**config.mk**
```make
export PLATFORM = sky130hd
export DESIGN_NAME = seq_control_unit
export DESIGN_NICKNAME = d
export VERILOG_FILES = /design/src/rtl/seq_control_unit.sv
export SDC_FILE = /design/constraint.sdc
export NUM_CORES = 1
export LEC_CHECK = 0
export BUFFER_PORTS_ARGS = -buffer_cell sky130_fd_sc_hd__buf_2
export CAP_MARGIN = 30
export CORE_MARGIN = 2
export CORE_UTILIZATION = 41
export DETAILED_ROUTE_END_ITERATION = 10
export PLACE_DENSITY = 0.72
export RECOVER_POWER = 100
export SKIP_CTS_REPAIR_TIMING = 1
export SYNTH_ARGS = -nofsm -noshare
export SYNTH_HDL_FRONTEND = slang
export SYNTH_SLANG_ARGS = --single-unit
export TNS_END_PERCENT = 100
```
**constraint.sdc**
```tcl
create_clock -name clk -period 1.5 [get_ports clk]
set_input_delay 0.3 -clock clk [delete_from_list [all_inputs] [get_ports clk]]
set_output_delay 0.3 -clock clk [all_outputs]
set_load 0.005 [all_outputs]
```
**src/rtl/seq_control_unit.sv**
```systemverilog
// Multi-cycle control sequencer: FETCH/DECODE/EXEC/MEM/WB with memory timeout, resumable HALT and sticky FAULT.
// Optional retired-instruction counter enabled by defining PERF_CNT_EN.
module seq_control_unit #(
  parameter int OPC_W       = 4,
  parameter int FLAG_W      = 4,
  parameter int MEM_TIMEOUT = 15,
  parameter int CNT_W       = 16
) (
  input  logic              clk,
  input  logic              reset,
  input  logic [OPC_W-1:0]  opcode,
  input  logic [FLAG_W-1:0] status_reg,
  input  logic              mem_ack,
  input  logic              resume,
  output logic              mem_req,
  output logic              mem_we,
  output logic              ir_load_en,
  output logic              reg_write_en,
  output logic              alu_en,
  output logic [3:0]        alu_opcode,
  output logic              jump_en,
  output logic              halt,
  output logic              fault,
  output logic [CNT_W-1:0]  perf_instr
);

  localparam int TW = (MEM_TIMEOUT > 1) ? $clog2(MEM_TIMEOUT + 1) : 1;
  localparam logic [TW-1:0] WAIT_LAST = TW'((MEM_TIMEOUT > 0) ? MEM_TIMEOUT - 1 : 0);

  typedef enum logic [2:0] {
    IDLE, FETCH, DECODE, EXEC, MEM, WB, HALT, FAULT
  } state_t;

  state_t           state;
  logic [OPC_W-1:0] op_q;
  logic [TW-1:0]    wait_cnt;
  logic [3:0]       op4;
  logic             op_alu_wb;
  logic             op_cmp;
  logic             op_mem;
  logic             timeout_hit;
  logic             unused_flags;

  assign op4          = op_q[3:0];
  assign op_alu_wb    = (op4 inside {4'h3, 4'h4, 4'h5, 4'h6, 4'h7, 4'hD});
  assign op_cmp       = (op4 == 4'hC);
  assign op_mem       = (op4 == 4'h1) || (op4 == 4'h2);
  assign unused_flags = ^status_reg;

  // The ack in the limit cycle takes priority, so the fault needs a missing ack too.
  assign timeout_hit  = (MEM_TIMEOUT != 0) && !mem_ack && (wait_cnt == WAIT_LAST);

  always_ff @(posedge clk or negedge reset) begin
    if (!reset) begin
      state    <= IDLE;
      op_q     <= '0;
      wait_cnt <= '0;
    end else begin
      wait_cnt <= '0;
      case (state)
        IDLE:   state <= FETCH;
        FETCH: begin
          if (mem_ack)          state <= DECODE;
          else if (timeout_hit) state <= FAULT;
          else                  wait_cnt <= wait_cnt + TW'(1);
        end
        DECODE: begin
          op_q <= opcode;
          if (((opcode >> 4) != '0) || (opcode[3:0] == 4'hE)) state <= FAULT;
          else if (opcode[3:0] == 4'hF)                        state <= HALT;
          else                                                 state <= EXEC;
        end
        EXEC: begin
          if (op_alu_wb)   state <= WB;
          else if (op_mem) state <= MEM;
          else             state <= FETCH;
        end
        MEM: begin
          if (mem_ack)          state <= (op4 == 4'h1) ? WB : FETCH;
          else if (timeout_hit) state <= FAULT;
          else                  wait_cnt <= wait_cnt + TW'(1);
        end
        WB:      state <= FETCH;
        HALT:    if (resume) state <= HALT == HALT ? FETCH : HALT;
        FAULT:   state <= FAULT;
        default: state <= IDLE;
      endcase
    end
  end

  always_comb begin
    mem_req      = 1'b0;
    mem_we       = 1'b0;
    ir_load_en   = 1'b0;
    reg_write_en = 1'b0;
    alu_en       = 1'b0;
    alu_opcode   = 4'h0;
    jump_en      = 1'b0;
    halt         = 1'b0;
    fault        = 1'b0;
    case (state)
      FETCH: begin
        mem_req    = 1'b1;
        ir_load_en = mem_ack;
      end
      EXEC: begin
        if (op_alu_wb || op_cmp) begin
          alu_en     = 1'b1;
          alu_opcode = op4;
        end
        case (op4)
          4'h8:    jump_en = 1'b1;
          4'h9:    jump_en = status_reg[0];
          4'hA:    jump_en = status_reg[1];
          4'hB:    jump_en = status_reg[2];
          default: jump_en = 1'b0;
        endcase
      end
      MEM: begin
        mem_req = 1'b1;
        mem_we  = (op4 == 4'h2);
      end
      WB:    reg_write_en = 1'b1;
      HALT:  halt = 1'b1;
      FAULT: begin
        halt  = 1'b1;
        fault = 1'b1;
      end
      default: ;
    endcase
  end

`ifdef PERF_CNT_EN
  logic             retire;
  logic [CNT_W-1:0] perf_q;

  // HLT leaves through HALT, so it never reaches any of these exits and never retires.
  assign retire = ((state == EXEC) && !op_alu_wb && !op_mem) ||
                  ((state == MEM) && mem_ack && (op4 == 4'h2)) ||
                  (state == WB);

  always_ff @(posedge clk or negedge reset) begin
    if (!reset)      perf_q <= '0;
    else if (retire) perf_q <= perf_q + CNT_W'(1);
  end

  assign perf_instr = perf_q;
`else
  assign perf_instr = '0;
`endif

endmodule

```
Word level (Yosys, flattened, before mapping):

Index checks and enable logic that the tools add are counted.

* reductions and logical operators: 9
* add/sub/neg operators: 1
* equality and inequality tests: 24
* multiplexer cells: 25

Operators by type and width (count)
* 4-bit == test, second input constant: 9
* 3-bit 2-to-1 mux: 9
* 3-bit case mux with 7 select lines: 1
* 4-bit 2-to-1 mux: 5
* 4-bit by 3-bit == test with 1-bit output, second input constant: 4
* 3-bit == test, second input constant: 4
* 1-bit 2-to-1 mux: 9
* 4-bit by 2-bit == test with 1-bit output, second input constant: 2
* 3-bit by 2-bit == test with 1-bit output, second input constant: 2
* 6-bit nonzero test: 1
* 2-bit OR reduction: 3
* 4-bit by 1-bit adder with 4-bit output, second input constant: 1
* 4-bit by 1-bit == test with 1-bit output, second input constant: 1
* 1-bit case mux with 4 select lines: 1
* 3-bit by 1-bit == test with 1-bit output, second input constant: 1
* 3-bit zero test: 1
* 1-bit logical OR: 2
* 2-bit inequality test, second input constant: 1
* 1-bit logical AND: 1
* 1-bit zero test: 1

* word-level logic and storage cells: 62
* flip-flop bits (word level): 11
* input bits: 12
* output and inout port bits: 28

Longest topological paths before layout:

* depth after elaboration: 5
* depth in mapped cells: 6
* gate-level depth less buffers: 6

Least setup slack after synthesis:

No wires, ideal clock.

* path type: flip-flop to output port
* from: register state[2]
* to: output port alu_opcode[0]
* path buffers: 0
* data required time: 1.200 ns
* cell stages (with the launch flop): 4
* data arrival time: 1.043 ns
* slack: 0.157 ns
* cell sequence: dfrtp_1 nand3b_1 a211oi_2 and2_1

* word-level cells in the longest chain between the ends: 2

RTL lines
* from (decl): RTL line 34 `state_t state;`
* from (signal assigned): RTL line 79 `if (mem_ack) state <= (op4 == 4'h1) ? WB : FETCH;`
* from (signal assigned): RTL line 84 `HALT: if (resume) state <= HALT == HALT ? FETCH : HALT;`
* 3-bit by 2-bit == test with 1-bit output: RTL line 101 `case (state)`
* 4-bit 2-to-1 mux: RTL line 101
* to (decl): RTL line 20 `output logic [3:0] alu_opcode,`

Every way passes these cells.

Worst setup path in the final report:

* from: register state[2]
* to: output port alu_opcode[2]

Same word-level chain as after synthesis.

==> out/qor.log <==
qor: yosys.synth.area.top_cells sky130_fd_sc_hd__dfrtp_1 (32%), sky130_fd_sc_hd__buf_4 (15%), sky130_fd_sc_hd__mux2_2 (3.9%)
qor: layout.nets 148
qor: sta.post-route-min-period 1.726 ns
qor: setup_path.max_stage_delay 0.42 ns
qor: clocking.clock_path_buffers 2
qor: sta.finalSetupViolations 9
qor: drt.drc 0
qor: grt.globalRouteTotalUtil 0.1535
qor: pwr.peakVddDrop 0.9965 mV
qor: grt.grt_start_max_net_pins 12
qor: drt.ant_nets 0
qor: die.design.core.area 1982 µm²
qor: sta.crit_share_post_route 1.151
qor: place.place_congestion 0.7356
qor: drt.vias 754
qor: worst_hold_path.hold_path_end op4[2]
qor: drt.dr.first_iter.drc_count 5
qor: flow_run.max-cap-violations 0
qor: drt.detail_route.wl_per_cell 11.61 µm
qor: layout.finalCoreUtilization 0.5448
qor: place.port_buffers 22
qor: drt.detail_route.first_pass.iterations 4
qor: clocking.ctsRootBufferMaster sky130_fd_sc_hd__clkbuf_4
qor: die.io_pins 40
qor: pwr.total_leakage_power 0.5236 nW
qor: clocking.worstSkewPairLatency 0.27 ns
qor: yosys.dominantRegCellSynth sky130_fd_sc_hd__dfrtp_1
qor: worst_hold_path.worst_hold_path_type primary input to register
qor: sta.timing.final.max_slew_violations 0
qor: setup_path.reg2reg_setup_slack 0.10 ns
qor: yosys.number_of_warnings_reported_in_the_yosys_synthesis_log 0
qor: worst_hold_path.worst_hold_startpoint opcode[2]
qor: sta.tightestPinTransition 0.6089 ns
qor: place.numPlacedInstances 152
qor: clocking.cts.clk_slew.worst_paths 0.08 ns
qor: sta.slew_headroom 0.5941
qor: clocking.clock_tree_from_tritoncts yes
qor: yosys.syn_avg_cell_area 8.633 µm²
qor: die.floorplan.die_area 2489 µm²
qor: grt.initial_antenna_violation_count 0
qor: grt.global_route_wire_length_before_repair 2.925 mm
qor: sta.final.setup_skew 0.005312 ns
qor: setup_path.worst-endpoint-required 1.20 ns
qor: yosys.synth.top_cell.area_share 0.3188
qor: setup_path.worst_ep_arrival_time 1.43 ns
qor: setup_path.reg2regPathDepth 5
qor: layout.post_layout_inst_area 1080 µm²
qor: sta.max_clock_freq 579.3 MHz
qor: clocking.maximum_level_of_the_cts_h_tree 1
qor: yosys.synth.ff_latch_count 11
qor: yosys.synth-async-reset-ratio 1.000
qor: place.pre_cts_ws 0.03721 ns
qor: setup_path.timing.setup.critical_path_class register to primary output
qor: yosys.yosysTopAreaCell sky130_fd_sc_hd__dfrtp_1
qor: place.dp_hpwl 1.430 mm
qor: layout.insertedDiodeCount 0
qor: yosys.number_of_flops_mapped_to_enable_cells_by_yosys 0
qor: layout.final-instance-count-excl-fill 160
qor: die.floorplan.initialDensity 0.4356
qor: setup_path.worst_setup_path_end_kind primary output
qor: setup_path.start_kind register
qor: run_status.failed_checks setup timing
qor: sta.totalNegativeSetupSlack -1.396 ns
qor: yosys.synth.yosys.seq_area_share 0.3188
qor: setup_path.path_cells nand3b_1 -> a211oi_2 -> and2_1 -> buf_2
qor: sta.unrepaired_setup_endpoints_after_global_routing true
qor: drt.routed_via_density 4.713
qor: setup_path.critical_path_peak_fanout 5
qor: die.floorplan.die.width 49.89 µm
qor: setup_path.reg2reg_from op4[1]
qor: worst_hold_path.min_path_cells 3
qor: pwr.power.density 1738 nW/µm²
qor: layout.layout-area-overhead-vs-synth 25.07%
qor: setup_path.r2r_end state[2]
qor: clocking.cts_num_sinks 11
qor: yosys.synthesis.area 863.3 µm²
qor: die.rows 16
qor: place.placement.cell_area 984.7 µm²
qor: die.die_y 49.89 µm
qor: layout.final_layout_size_suffix_gt1_frac 0.3759
qor: yosys.synth_most_common_cell sky130_fd_sc_hd__buf_4
qor: clocking.cts-buffers-inserted 3
qor: yosys.yosys.cell_types.count 37
qor: run_status.result_of_the_run finished with violations
qor: grt.via_count_of_the_first_global_routing_pass 672
qor: drt.detail_route.wirelength 1.858 mm
qor: sta.timing.final.ws_setup -0.2261 ns
qor: grt.grt_overflow_total 0
qor: setup_path.critical_path.slowest_cell sky130_fd_sc_hd__dfrtp_1
qor: sta.report.final.hold_viol_count 0
qor: yosys.post_synth_most_frequent_cells sky130_fd_sc_hd__buf_4 (17), sky130_fd_sc_hd__dfrtp_1 (11), sky130_fd_sc_hd__nor2_1 (8)
qor: yosys.syn_inst 100
where the power goes:
| part | internal [mW] | switching, mW | total [mW] | leakage (nW) |
|---|---|---|---|---|
| Sequential | 0.421 | 0.195 | 0.616 | 0.134 |
| Clock | 0.103 | 0.107 | 0.210 | 0.0150 |
| Combinational | 0.561 | 0.490 | 1.05 | 0.374 |
| Total | 1.08 | 0.792 | 1.88 | 0.524 |
critical path: cells and delay by family (launching register included):
family / cells / cell delay [ns]
DFF: 1 / 0.42
and+or+nand+nor: 2 / 0.37
AOI/OAI and AO/OA: 1 / 0.25
buffers and inverters: 1 / 0.11
worst max path at each step:
stage / endpoint / startpoint / slack (ns) / cells past startpoint
finish: alu_opcode[2] / state[2] / -0.23 / 4
floorplan: alu_opcode[0] / state[2] / 0.16 / 3
detailed placement: alu_opcode[2] / op4[0] / 0.04 / 4
CTS: alu_opcode[2] / op4[0] / -0.27 / 4
global placement: alu_opcode[0] / state[1] / 0.08 / 4
global route: alu_opcode[2] / state[2] / -0.32 / 4
cell type report:
class                      count  area [µm²]
fill                         196       902.1
multi-input combinational     80       511.7
sequential                    11       280.3
timing repair buffer          35       216.5
tap                           27       33.78
clock buffer                   4       26.28
inverter                       3       11.26
placed cells by master, fill, tap and decap left out, types with 3 or more instances in the layout:
cell and count:
sky130_fd_sc_hd__mux2_2 3, sky130_fd_sc_hd__clkbuf_4 3, sky130_fd_sc_hd__o21ai_0 4, sky130_fd_sc_hd__a21oi_1 3
sky130_fd_sc_hd__buf_2 21, sky130_fd_sc_hd__conb_1 16, sky130_fd_sc_hd__dfrtp_2 4, sky130_fd_sc_hd__and2_1 5
sky130_fd_sc_hd__dfrtp_1 7, sky130_fd_sc_hd__buf_4 10, sky130_fd_sc_hd__nor2_1 8, sky130_fd_sc_hd__nand2_1 4
sky130_fd_sc_hd__nand2b_1 4
state kept, by name, indices dropped and copies added, names as in the netlist:
register and count:
op4 4, wait_cnt 4, state 3
through the flow:
stage	hold WS (ns)	power (mW)
3_5_place_dp	0.1850	1.547
5_1_grt	0.2785	2.036
3_3_place_gp	0.1807	1.491
6_report	0.2744	1.877
4_1_cts	-0.1067	1.757
2_1_floorplan	0.004409	1.212
cell families (layout without fill, tap and decap cells):
logic type | Yosys count | count (layout) | synth area share
buffers and inverters | 24 | 42 | 0.1826
AOI/OAI and AO/OA | 18 | 18 | 0.1377
adders and majority gates | 2 | 2 | 0.02898
other | 1 | 16 | 0.004344
muxes | 4 | 4 | 0.05072
xor gates and xnor gates | 4 | 4 | 0.04059
and+or+nand+nor | 36 | 36 | 0.2362
DFF | 11 | 11 | 0.3188
layer usage:
layer,wire (µm),track usage,vias up
met3,63,0.01818,2
li1,-,-,381
met1,821,0.1805,355
met5,0,0,-
met4,15,0.06944,0
met2,958,0.2756,16
No activity file was read; power rests on OpenSTA's default activity.
